File: src/rtl/fetch_pkg.sv
// Shared fetch-stage defaults and the queue entry layout.
package fetch_pkg;
   localparam int FETCH_ADDR_W   = 8;
   localparam int FETCH_DATA_W   = 32;
   localparam int PC_STEP        = 4;
   localparam int FETCH_RESET_PC = 0;

   typedef struct packed {
      logic [FETCH_ADDR_W-1:0] pc;
      logic [FETCH_DATA_W-1:0] instr;
   } fetch_entry_t;
endpackage

File: src/rtl/fetch_queue.sv
// Small synchronous FIFO holding fetched {pc, instr} entries; flush beats push/pop.
module fetch_queue #(
   parameter int DEPTH = 2,
   parameter int W     = 40
) (
   input  logic                       clk,
   input  logic                       rst_n,
   input  logic                       flush,
   input  logic                       push,
   input  logic                       pop,
   input  logic [W-1:0]               wdata,
   output logic [W-1:0]               rdata,
   output logic [$clog2(DEPTH+1)-1:0] count,
   output logic                       full,
   output logic                       empty
);
   localparam int PW = $clog2(DEPTH);
   localparam int CW = $clog2(DEPTH+1);

   logic [W-1:0]  mem [DEPTH];
   logic [PW-1:0] wp, rp;
   logic [CW-1:0] cnt;
   logic          push_ok, pop_ok;

   assign empty   = (cnt == '0);
   assign full    = (cnt == CW'(DEPTH));
   assign pop_ok  = pop && !empty;
   // a full queue may still accept a write when the head leaves the same cycle
   assign push_ok = push && (!full || pop_ok);
   assign count   = cnt;
   assign rdata   = mem[rp];

   always_ff @(posedge clk) begin
      if (!rst_n || flush) begin
         wp  <= '0;
         rp  <= '0;
         cnt <= '0;
      end else begin
         if (push_ok) wp <= wp + 1'b1;
         if (pop_ok)  rp <= rp + 1'b1;
         case ({push_ok, pop_ok})
            2'b10:   cnt <= cnt + 1'b1;
            2'b01:   cnt <= cnt - 1'b1;
            default: cnt <= cnt;
         endcase
      end
   end

   always_ff @(posedge clk) begin
      if (rst_n && !flush && push_ok) mem[wp] <= wdata;
   end
endmodule

File: src/rtl/fetch_unit.sv
// PC register and fetch control feeding a small queue in front of decode.
module fetch_unit
   import fetch_pkg::*;
#(
   parameter int                ADDR_W   = FETCH_ADDR_W,
   parameter int                DATA_W   = FETCH_DATA_W,
   parameter logic [ADDR_W-1:0] RESET_PC = ADDR_W'(FETCH_RESET_PC),
   parameter int                DEPTH    = 2
) (
   input  logic              clk,
   input  logic              rst_n,
   input  logic              run,
   output logic [ADDR_W-1:0] imem_addr,
   input  logic [DATA_W-1:0] imem_instr,
   input  logic              redirect_valid,
   input  logic [ADDR_W-1:0] redirect_pc,
   output logic              out_valid,
   input  logic              out_ready,
   output logic [DATA_W-1:0] out_instr,
   output logic [ADDR_W-1:0] out_pc
);
   localparam int EW = ADDR_W + DATA_W;

   logic [ADDR_W-1:0]          pc;
   logic [EW-1:0]              q_rdata;
   logic [$clog2(DEPTH+1)-1:0] q_count;
   logic                       q_full, q_empty;
   logic                       push, pop;

   assign imem_addr = pc;
   assign out_valid = (q_count != '0);
   assign pop       = out_valid && out_ready;
   assign push      = run && !redirect_valid && (!q_full || pop);
   assign out_pc    = q_empty ? '0 : q_rdata[EW-1 -: ADDR_W];
   assign out_instr = q_empty ? '0 : q_rdata[DATA_W-1:0];

   always_ff @(posedge clk) begin
      if (!rst_n)              pc <= RESET_PC;
      else if (redirect_valid) pc <= redirect_pc & ~ADDR_W'(3);
      else if (push)           pc <= pc + ADDR_W'(PC_STEP);
   end

   fetch_queue #(.DEPTH(DEPTH), .W(EW)) u_queue (
      .clk   (clk),
      .rst_n (rst_n),
      .flush (redirect_valid),
      .push  (push),
      .pop   (pop),
      .wdata ({pc, imem_instr}),
      .rdata (q_rdata),
      .count (q_count),
      .full  (q_full),
      .empty (q_empty)
   );
endmodule

File: config.mk
export PLATFORM = sky130hd
export DESIGN_NAME = fetch_unit
export DESIGN_NICKNAME = d
export VERILOG_FILES = /design/src/rtl/fetch_pkg.sv /design/src/rtl/fetch_queue.sv /design/src/rtl/fetch_unit.sv
export SDC_FILE = /design/constraint.sdc
export NUM_CORES = 1
export LEC_CHECK = 0
export BUFFER_PORTS_ARGS = -buffer_cell sky130_fd_sc_hd__buf_2
export CAP_MARGIN = 20
export CELL_PAD_IN_SITES_DETAIL_PLACEMENT = 0
export CELL_PAD_IN_SITES_GLOBAL_PLACEMENT = 1
export CORE_UTILIZATION = 39
export CTS_CLUSTER_DIAMETER = 40
export DETAILED_ROUTE_END_ITERATION = 16
export HOLD_SLACK_MARGIN = 0.06
export PLACE_DENSITY = 0.75
export RECOVER_POWER = 100
export SYNTH_ARGS = -nofsm -noshare
export SYNTH_HDL_FRONTEND = slang
export SYNTH_HIERARCHICAL = 1
export SYNTH_SLANG_ARGS = --single-unit
File: constraint.sdc
create_clock -name clk -period 5.16 [get_ports clk]
set_input_delay 1.032 -clock clk [delete_from_list [all_inputs] [get_ports clk]]
set_output_delay 1.032 -clock clk [all_outputs]
set_load 0.02 [all_outputs]
Word level (Yosys, flattened, before mapping). Memories as Yosys holds them, arrays and structs flattened. A register that Yosys moved wholly into a read port is not among the register bits. Index checks and enable logic that the tools add are counted.

Reductions and logical operators: 19. Multiplexer cells: 9. Equal/unequal tests: 3. $add $sub $neg: 5. Bitwise operators: 1.

Operator list (count): 2-to-1 mux 32 bit (1); 2-to-1 mux 8 bit (3); adder 8 x 3 -> 8 bit (second input constant) (1); logical AND 1 bit (7); nonzero test 2 bit (3); equality test 2 bit (second input constant) (2); zero test 1 bit (4); 2-to-1 mux 1 bit (4); one-hot mux 2 bit (2 select lines) (1); logical OR 1 bit (3); adder 1 bit (second input constant) (2); adder 2 x 1 -> 2 bit (second input constant) (1); equality test 2 x 1 -> 1 bit (second input constant) (1); zero test 2 bit (1); OR reduction 2 bit (1); subtractor 2 x 1 -> 2 bit (second input constant) (1); NOT 1 bit (1).

RAM bits: 80. Word-level logic and storage cells: 43. Input bits: 45. Register bits: 12. Output and inout bits: 49. Memories: 1.

Memory list: u_queue.mem (depth 2, bits a word 40, read ports 1, clocked after memory_dff 1, write ports 1, RTL line fetch_queue.sv:20) `logic [W-1:0] mem [DEPTH];`.

Logic depth before layout (Yosys ltp). Gate-level depths: netlist of the first run.

Depth after elaboration: 8. Mapped depth: 8. Depth with buffers taken out: 8.

Hierarchy. The synthesis of the first run kept the hierarchy.

By module, submodules not included: fetch_queue (sequential area each 2502.4 um2, area an instance 3149.3 um2, instances 1, cells each 155); fetch_unit (sequential area each 120.1 um2, area an instance 656.9 um2, instances 1, cells each 91).

Worst setup path before layout of the first run. Ideal clock, no wire load.

Path type: input to register. From: input port out_ready. To: memory u_queue.mem[1][0] (enable). Required time: 4.673 ns. Buffers on the path: 0. Cell stages on the path: 6. Library setup time: 0.487 ns. Arrival time: 4.450 ns. Slack: 0.223 ns. Path through: o21ai_4 inv_2 o21ai_1 nor2_1 o21ai_2 nor3_1.

Cells in the longest elaborated chain, start to end: 7. Elaborated cells on any way between the ends: 9. Those cells by class: mux (2); reduce/logical (7).

Ends and longest elaborated chain: from (decl) (RTL line fetch_unit.sv:18) `input logic out_ready,`; logical AND 1 bit (RTL line fetch_unit.sv:32) `assign pop = out_valid && out_ready;`; net pop (RTL line fetch_unit.sv:28) `logic push, pop;`; logical OR 1 bit (RTL line fetch_unit.sv:33) `assign push = run && !redirect_valid && (!q_full || pop);`; logical AND 1 bit (RTL line fetch_unit.sv:33); net push (RTL line fetch_unit.sv:28); logical AND 1 bit (RTL line fetch_queue.sv:29) `assign push_ok = push && (!full || pop_ok);`; logical AND 1 bit (RTL line fetch_queue.sv:50) `if (rst_n && !flush && push_ok) mem[wp] <= wdata;`; 2-to-1 mux 1 bit (RTL line fetch_queue.sv:50); 2-to-1 mux 1 bit (not written as such) (RTL line fetch_queue.sv:50); to (decl) (RTL line fetch_queue.sv:20).

The timed path passes the listed nets, and every way through them passes these cells.

==> metrics, run 1 <==
DR vias/cell=4.644; critical path depth in cells=3; antenna-violating nets left=0; final total power=1.446 mW; min Tclk post-route=3.770 ns; Routed WL per cell=13.68 microns; Place WS=1.917 ns; post-synthesis sequential area ratio=0.6890; main area contributors after synthesis=edfxtp_1 63%, mux2_2 12%, nor2b_1 6.7%; fmax=265.3 MHz; largest stage delay on the critical path=1.60 ns; core area=0.009328 sq mm; CTS Buffer Depth=2; setup TNS=0 ns; global-route wire length before repair=10650 microns; H-tree levels=3; die area=0.01016 sq mm; Post-synth EDFFs=80; violations in the final reports=capacitance limit, slew limit; final net count=390; Setup violations, final=0; Inserted Clock Buffers=9; Final period util=0.7306; number of synthesized register bits=91; cts repair resizes=0; Yosys cell types=34; RSZ-0062 raised after global routing=no; cell area after layout=0.004536 sq mm; post-route setup slack=1.390 ns; yosys warns=6; power density of the placed cells=318.8 mW/mm^2; Die W=100.8 microns; count leader, synth=edfxtp_1; delay-heaviest family, CP=flip-flops; pin count of the biggest net entering global routing=41; Cell Rows=35; initial antenna violation count=0; actual slew at the worst max-slew pin=1.875 ns; Clock Latency Late Sink=0.34 ns; WHS=0.5061 ns; asr flop ratio synth=0; Worst Clk Skew=0.006406 ns; crit end category=output pin; VDD IR max=0.0001483 V; Slew HR=-0.2519; share of layout cells above drive strength 1=0.2672; CTS root buffer=clkbuf_8; # hold bufs at CTS=0; number of port buffers=89; Util after Layout=0.4863; HPWL Detailed=4185 microns; cell area after synthesis=0.003806 sq mm; crit path kind=reg2out; GR Overflow Total=0; clk sinks=91; Required @ worst endpoint=4.13 ns; Post-Place Cells=462; slowest library cell on the worst path=dfxtp_1; # Max-Cap Violations=1; DIE HEIGHT=100.8 microns; worst hold path depth=2; Synth top cells by count=80 x edfxtp_1, 41 x nor2b_1, 40 x mux2_2, 12 x a21oi_1, 11 x dfxtp_1; gpl congestion=0.8258; Final Hold Vio Count=0; CTS tree=yes; drc violations=0; Most used DFF post-synth=edfxtp_1; Lkg Pwr=1.509 nW; Worst Reg-to-Reg Cells=7; Layout area overhead=19.17%; vias in the first global route=2206; Final Routed Wirelength=6525 microns; Worst Setup Start Kind=register; Gate Count Post-Synth=246; n_diodes=0; Total GRT Usage=0.1406; DR iter-0 viols=51; cell chain of the critical path=mux2_2, nor2b_1, clkbuf_1; Starting Density=0.4080; worst hold path class=reg2reg; Final Max Slew Viols=41; Ports=94; Vias=2215; first-pass iteration count of the detailed router=4; Worst Path Max Fanout=40; top-area cell type share of the netlist area=0.6312; setup bufs post-CTS=0; clk slew on worst S/H paths=0.08 ns; outcome=finished with violations; CP bufs+invs=1; CP arrival=2.74 ns; cell type with the highest aggregate area in the netlist=edfxtp_1; syn avg cell area=15.47 sq um; post-route insts no fill=477; Placed Instance Area=0.004415 sq mm
-- kinds of logic after synthesis --
kind of cell | count (synthesis) | share of synthesized area
buffers and inverters | 15 | 0.02071
muxes | 42 | 0.1236
AOI/OAI and AO/OA | 26 | 0.04306
other | 1 | 0.0009852
xor gates and xnor gates | 6 | 0.01381
and+or+nand+nor | 64 | 0.1055
DFF | 91 | 0.6890
adders and majority gates | 1 | 0.003287
-- final cells by class --
type / instances / area, sq um
flip-flops and latches: 91 / 2623
repair buffers: 92 / 394.1
clock inverters: 5 / 102.6
clock buffers: 10 / 127.6
inverters: 5 / 18.77
well taps: 129 / 161.4
multi-input cells: 145 / 1109
fillers: 872 / 4792
-- registers in the layout (all words and copies together), names as in the netlist, named ones only --
name	count
u_queue/mem	80
u_queue/rp	1
u_queue/wp	1
u_queue/count	2
imem_addr	6
-- cells in the final DEF, fill, tap and decap left out, types with 3 or more instances in the layout --
master | Yosys | routed
a21oi_1 | 12 | 12
o21ai_0 | 8 | 11
clkbuf_8 | 0 | 9
dfxtp_1 | 11 | 11
nor2b_1 | 41 | 41
conb_1 | 1 | 6
buf_2 | 0 | 30
bufinv_16 | 0 | 3
inv_1 | 4 | 5
buf_4 | 6 | 3
mux2_2 | 40 | 40
xnor2_1 | 4 | 4
nor2_1 | 7 | 5
edfxtp_1 | 80 | 80
clkbuf_1 | 4 | 60
nand2_1 | 3 | 3
-- power by group --
part / leakage (nW) / switching (mW) / internal [mW]
logic: 0.579 / 0.0480 / 0.0301
registers: 0.815 / 0.00889 / 0.811
clock network: 0.114 / 0.229 / 0.319
-- worst register-to-register path: stages, from the launching register on --
cell and delay (ns):
dfxtp_1 0.54, o21ai_0 0.30, inv_1 0.26, o21ai_0 0.14, nor2_1 0.27, o21ai_0 0.31
nor3_1 0.84, buf_4 0.43
-- per-layer routing --
metal	global-route usage	part of all wire	vias to the layer above
met5	0	0	-
met4	0.05351	0.011	0
met3	0.04230	0.054	7
met2	0.2302	0.49	64
met1	0.1754	0.44	1058
li1	-	-	1086
-- final timing paths --
path / slack (ns) / from / end
worst min-delay path: 0.51 / u_queue/rp$_SDFFE_PP0P_ / register
worst max-delay path: 1.39 / register / out_pc[1]
worst min register to register: 0.51 / u_queue/rp$_SDFFE_PP0P_ / register
worst max register to register: 1.73 / u_queue/count[1]$_SDFFE_PP0P_ / u_queue/mem[1][30]$_DFFE_PP_
Power figures use the tool's default switching activity.
==> inputs of run 2 (changes only) <==
Settings changed: CORE_UTILIZATION 39 to 43, PLACE_DENSITY 0.75 to 0.79.
Clock period 5.16 ns to 3.8 ns, I/O delays scaled along.
==> run 2 against run 1 <==
Compared with the run above:
- sequential power is 35% higher
- setup slack worse by 0.66 ns
- clock power is 15% higher
- worst hold slack better by 0.0049 ns
- the flow now finishes without violations
- total power is 28% higher
- largest cell class unchanged
- combinational power is 37% higher
- non-clock buffer count is 3 higher
- final cell count is 4.2% lower
==> metrics, run 2 (synthesized netlist as in run 1, its figures left out) <==
outcome=complete, no violations (was finished with violations); clk slew on worst S/H paths=0.08 ns (about the same); actual slew at the worst max-slew pin=0.9755 ns (was 1.875 ns); core area=0.008382 sq mm (was 0.009328 sq mm); die area=0.009231 sq mm (was 0.01016 sq mm); Required @ worst endpoint=3.04 ns (was 4.13 ns); Logic pwr share=0.058 (was 0.054); clock share of power=0.340 (was 0.379); global-route wire length before repair=10050 microns (was 10650 microns); max FFs per register=80 (unchanged); r2r setup slk=0.83 ns (was 1.73 ns); final net count=393 (was 390); Vias=2228 (was 2215); Lkg Pwr=1.526 nW (was 1.509 nW); RSZ-0062 raised after global routing=no (unchanged); initial antenna violation count=0 (unchanged); Final Routed Wirelength=6613 microns (was 6525 microns); Final Max Slew Viols=0 (was 41); crit path kind=reg2out (unchanged); Final Hold Vio Count=0 (unchanged); HPWL Detailed=4381 microns (was 4185 microns); Die W=96.08 microns (was 100.8 microns); FF-to-FF End=u_queue/mem[1][17]$_DFFE_PP_ (was u_queue/mem[1][30]$_DFFE_PP_); Clock Latency Late Sink=0.35 ns (was 0.34 ns); DR vias/cell=4.875 (was 4.644); worst hold path class=reg2reg (unchanged); setup TNS=0 ns (unchanged); CTS root buffer=clkbuf_8 (unchanged); setup bufs post-CTS=0 (unchanged); Total GRT Usage=0.1481 (was 0.1406); most common cell after layout, fill and taps aside=edfxtp_1 (unchanged); Worst Clk Skew=0.007096 ns (was 0.006406 ns); share of layout cells above drive strength 1=0.2926 (was 0.2672); H-tree levels=3 (unchanged); Top reg by flops=u_queue/mem (unchanged); crit end category=output pin (unchanged); power density of the placed cells=411.0 mW/mm^2 (was 318.8 mW/mm^2); VDD IR max=0.0001873 V (was 0.0001483 V); switch share=0.2187 (was 0.1975); DIE HEIGHT=96.08 microns (was 100.8 microns); antenna-violating nets left=0 (unchanged); # fillers=756 (was 872); Layout area overhead=18.24% (was 19.17%); # Max-Cap Violations=0 (was 1); gpl congestion=0.7294 (was 0.8258); CTS Buffer Depth=2 (unchanged); # hold bufs at CTS=0 (unchanged); Setup violations, final=0 (unchanged); Ports=94 (unchanged); P_sw=404.4 uW (was 285.5 uW); GR Overflow Total=0 (unchanged); CP arrival=2.31 ns (was 2.74 ns); clk sinks=91 (unchanged); drc violations=0 (unchanged); number of port buffers=89 (unchanged); FF-to-FF Start=u_queue/count[1]$_SDFFE_PP0P_ (unchanged); Worst Path Max Fanout=18 (was 40); Worst Setup Start Kind=register (unchanged); pin count of the biggest net entering global routing=41 (unchanged); Starting Density=0.4541 (was 0.4080); Worst Reg-to-Reg Cells=7 (unchanged); Cell Rows=33 (was 35); CTS tree=yes (unchanged); fmax=325.7 MHz; first-pass iteration count of the detailed router=4 (unchanged); worst hold path depth=2 (unchanged); WHS=0.5110 ns (was 0.5061 ns); Inserted Clock Buffers=9 (unchanged); Int Power=1.445 mW (was 1.160 mW); min Tclk post-route=3.070 ns; Flop pwr share=0.602 (was 0.567); most frequent cells in the layout=80 x edfxtp_1, 55 x clkbuf_1, 41 x nor2b_1, 40 x mux2_2, 34 x buf_2 (was 80 x edfxtp_1, 60 x clkbuf_1, 41 x nor2b_1, 40 x mux2_2, 30 x buf_2); vias in the first global route=2144 (was 2206); Final period util=0.8079; Slew HR=0.3481 (was -0.2519); n_diodes=0 (unchanged); hold_sp=u_queue/rp$_SDFFE_PP0P_ (unchanged); cts repair resizes=0 (unchanged); Routed WL per cell=14.47 microns (was 13.68 microns); DR iter-0 viols=37 (was 51)
run 2: changes by cell type in the layout (fill, tap and decap cells not counted):
| cell | before | now |
|---|---|---|
| nor3_1 | 2 | 0 |
| clkbuf_1 | 60 | 55 |
| bufinv_16 | 3 | 1 |
| clkinv_1 | 1 | 2 |
| buf_4 | 3 | 2 |
| clkinvlp_4 | 0 | 1 |
| clkinv_2 | 0 | 1 |
| nor3_4 | 0 | 1 |
| buf_2 | 30 | 34 |
| inv_6 | 0 | 1 |
| clkbuf_2 | 0 | 4 |
| nor3_2 | 0 | 1 |
run 2: worst max-delay path by stage:
stage	startpoint	endpoint	slack (ns)	cells after the start
6_report	register	out_instr[20]	0.73	4
5_1_grt	u_queue/count[1]$_SDFFE_PP0P_	u_queue/mem[1][35]$_DFFE_PP_	0.51	7
4_1_cts	u_queue/count[1]$_SDFFE_PP0P_	out_instr[23]	1.0	3
3_5_place_dp	out_ready	u_queue/mem[1][4]$_DFFE_PP_	1.26	8
3_3_place_gp	out_ready	u_queue/mem[1][8]$_DFFE_PP_	1.30	8
2_1_floorplan	out_ready	u_queue/mem[0][0]$_DFFE_PP_	0.26	6
run 2: routing by layer:
| layer | global-route usage | wire, microns | vias up |
|---|---|---|---|
| li1 | - | - | 1091 |
| met1 | 0.1886 | 3033 | 1060 |
| met2 | 0.2388 | 3116 | 69 |
| met3 | 0.03397 | 376 | 8 |
| met4 | 0.07090 | 87 | 0 |
| met5 | 0 | 0 | - |
run 2: cell type report:
cell class	count	area (sq um)	area share
Inverter	5	18.77	0.004170
Tap cell	105	131.4	0.02919
Clock buffer	9	123.9	0.02752
Multi-Input combinational cell	145	1125	0.2499
Clock inverter	7	67.56	0.01501
Timing Repair Buffer	95	411.6	0.09147
Sequential cell	91	2623	0.5827
run 2: worst max-delay path, cell delays in order, from the launching register on:
cell,delay (ns)
dfxtp_1,0.90
buf_4,0.36
mux2_2,0.35
nor2b_1,0.14
clkbuf_1,0.22
run 2: through the flow:
stage / cell area [sq um] / cells / setup slack [ns] / util / power [mW]
floorplan: 3830 / 251 / 0.2618 / - / 1.199
global placement: 4414 / 441 / 1.296 / 0.5266 / 1.249
detailed placement: 4414 / 441 / 1.259 / 0.5266 / 1.252
CTS: 4606 / 457 / 0.9982 / 0.5495 / 1.882
global route: 4501 / 457 / 0.5133 / 0.5369 / 1.919
finish: 4501 / 457 / 0.7301 / 0.5369 / 1.850
run 2: power groups by stage:
stage	registers [mW]	clock network, mW	logic [mW]
6_report	1.11	0.629	0.107
5_1_grt	1.12	0.685	0.118
4_1_cts	1.11	0.652	0.116
3_5_place_dp	1.14	0	0.116
3_3_place_gp	1.14	0	0.113
2_1_floorplan	1.14	0	0.0588
==> inputs of run 3 (changes only) <==
Clock period 3.8 ns to 2.95 ns, I/O delays scaled along.
==> run 3 against run 2 <==
Compared with the run above:
- wire length increased by 0.53%
- largest power group unchanged
- non-clock buffer count increased by 1
- clock skew about the same
- sequential cell count unchanged
- setup slack got worse by 0.44 ns
- combinational power increased by 32%
- clock power increased by 30%
- total power increased by 30%
- largest cell class unchanged
- sequential share of layout area decreased by 0.48 points
==> metrics, run 3 (synthesized netlist as in run 1, its figures left out) <==
cts repair resizes=0 (unchanged); CTS tree=yes (unchanged); Total GRT Usage=0.1526 (was 0.1481); Worst Setup Start Kind=register (unchanged); WHS=0.4225 ns (was 0.5110 ns); Clock Latency Late Sink=0.35 ns (about the same); Cell Rows=33 (unchanged); Final Hold Vio Count=0 (unchanged); clk sinks=91 (unchanged); n_diodes=0 (unchanged); final net count=394 (was 393); DIE HEIGHT=96.08 microns (unchanged); HPWL Detailed=4443 microns (was 4381 microns); final total power=2.396 mW (was 1.850 mW); Worst Path Max Fanout=28 (was 18); Routed WL per cell=14.52 microns (was 14.47 microns); worst hold path class=in2reg (was reg2reg); first-pass iteration count of the detailed router=4 (unchanged); most frequent cells in the layout=80 x edfxtp_1, 62 x clkbuf_1, 41 x nor2b_1, 40 x mux2_2, 28 x buf_2 (was 80 x edfxtp_1, 55 x clkbuf_1, 41 x nor2b_1, 40 x mux2_2, 34 x buf_2); RSZ-0062 raised after global routing=no (unchanged); # hold bufs at CTS=0 (unchanged); Die W=96.08 microns (unchanged); met2 Use GR=0.2447 (was 0.2388); CTS Buffer Depth=2 (unchanged); Top reg by flops=u_queue/mem (unchanged); Final period util=0.9014; # fillers=759 (was 756); outcome=complete, no violations (unchanged); Vias=2242 (was 2228); Slew HR=0.5536 (was 0.3481); setup bufs post-CTS=0 (unchanged); post-route setup slack=0.2910 ns (was 0.7301 ns); post-route insts no fill=458 (was 457); r2r setup slk=0.46 ns (was 0.83 ns); most common cell after layout, fill and taps aside=edfxtp_1 (unchanged); number of port buffers=89 (unchanged); power density of the placed cells=527.9 mW/mm^2 (was 411.0 mW/mm^2); actual slew at the worst max-slew pin=0.6687 ns (was 0.9755 ns); VDD IR max=0.0002369 V (was 0.0001873 V); share of layout cells above drive strength 1=0.2833 (was 0.2926); Required @ worst endpoint=2.36 ns (was 3.04 ns); storage element area=0.002623 sq mm (unchanged); global-route met3 utilization=0.03555 (was 0.03397); Most Crowded Layer GR=met2 (unchanged); Ports=94 (unchanged); pin count of the biggest net entering global routing=29 (was 41); Final Max Slew Viols=0 (unchanged); gpl congestion=0.7494 (was 0.7294); antenna-violating nets left=0 (unchanged); DR iter-0 viols=95 (was 37); FF-to-FF Start=u_queue/count[1]$_SDFFE_PP0P_ (unchanged); Place WS=0.5633 ns (was 1.259 ns); drc violations=0 (unchanged); CP arrival=2.07 ns (was 2.31 ns); setup TNS=0 ns (unchanged); clk slew on worst S/H paths=0.09 ns (was 0.08 ns); Layout area overhead=19.23% (was 18.24%); # Max-Cap Violations=0 (unchanged); Lkg Pwr=1.517 nW (was 1.526 nW); fmax=376.1 MHz; Inserted Clock Buffers=9 (unchanged); crit path kind=reg2out (unchanged); Util after Layout=0.5414 (was 0.5369); initial antenna violation count=0 (unchanged); Worst Clk Skew=0.007156 ns (was 0.007096 ns); area of the multi-input gates=0.001129 sq mm (was 0.001125 sq mm); Worst Reg-to-Reg Cells=7 (unchanged); Starting Density=0.4541 (unchanged); FF-to-FF End=u_queue/mem[0][29]$_DFFE_PP_ (was u_queue/mem[1][17]$_DFFE_PP_); DR vias/cell=4.895 (was 4.875); min Tclk post-route=2.659 ns; crit path to=out_instr[16] (was out_instr[20]); GRT met1 Usage=0.1911 (was 0.1886); H-tree levels=3 (unchanged); CTS root buffer=clkbuf_8 (unchanged); Setup violations, final=0 (unchanged); cell area after layout=0.004538 sq mm (was 0.004501 sq mm); core area=0.008382 sq mm (unchanged); GR Overflow Total=0 (unchanged); max FFs per register=80 (unchanged); die area=0.009231 sq mm (unchanged); vias in the first global route=2069 (was 2144); global-route wire length before repair=10140 microns (was 10050 microns); crit end category=output pin (unchanged); Placed Instance Area=0.004447 sq mm (was 0.004414 sq mm); Post-Place Cells=442 (was 441); Final Routed Wirelength=6648 microns (was 6613 microns)
## run 3: where the power goes
part           switching [mW]  internal (mW)  total (mW)
clock                   0.426          0.393       0.819
sequential             0.0162           1.42        1.44
combinational          0.0860         0.0551       0.141
## run 3: critical path, stage by stage (launching register included)
cell and delay (ns):
dfxtp_1 0.76, buf_12 0.28, mux2_2 0.35, nor2b_1 0.12
clkbuf_1 0.20
## run 3: worst min-delay path by stage
stage | to | cells past startpoint | startpoint | slack, ns
detailed placement | u_queue/mem[1][39]$_DFFE_PP_ | 0 | imem_addr[7]$_SDFFE_PN0P_ | 0.49
global placement | u_queue/mem[1][39]$_DFFE_PP_ | 0 | imem_addr[7]$_SDFFE_PN0P_ | 0.48
CTS | u_queue/mem[1][19]$_DFFE_PP_ | 1 | imem_instr[19] | 0.40
floorplan | register | 2 | u_queue/rp$_SDFFE_PP0P_ | 0.47
finish | u_queue/mem[0][30]$_DFFE_PP_ | 1 | imem_instr[30] | 0.42
global route | u_queue/mem[0][26]$_DFFE_PP_ | 1 | imem_instr[26] | 0.40
## run 3: layer usage
layer	wire length, microns	part of all wire
met1	3004	0.45
met2	3128	0.47
met3	397	0.060
met4	117	0.018
met5	0	0
## run 3: layout make-up
type,instances,area share
flip-flops and latches,91,0.5779
clock inverters,6,0.01434
inverters,5,0.004136
repair buffers,96,0.09788
clock buffers,10,0.02812
well taps,105,0.02895
multi-input cells,145,0.2487
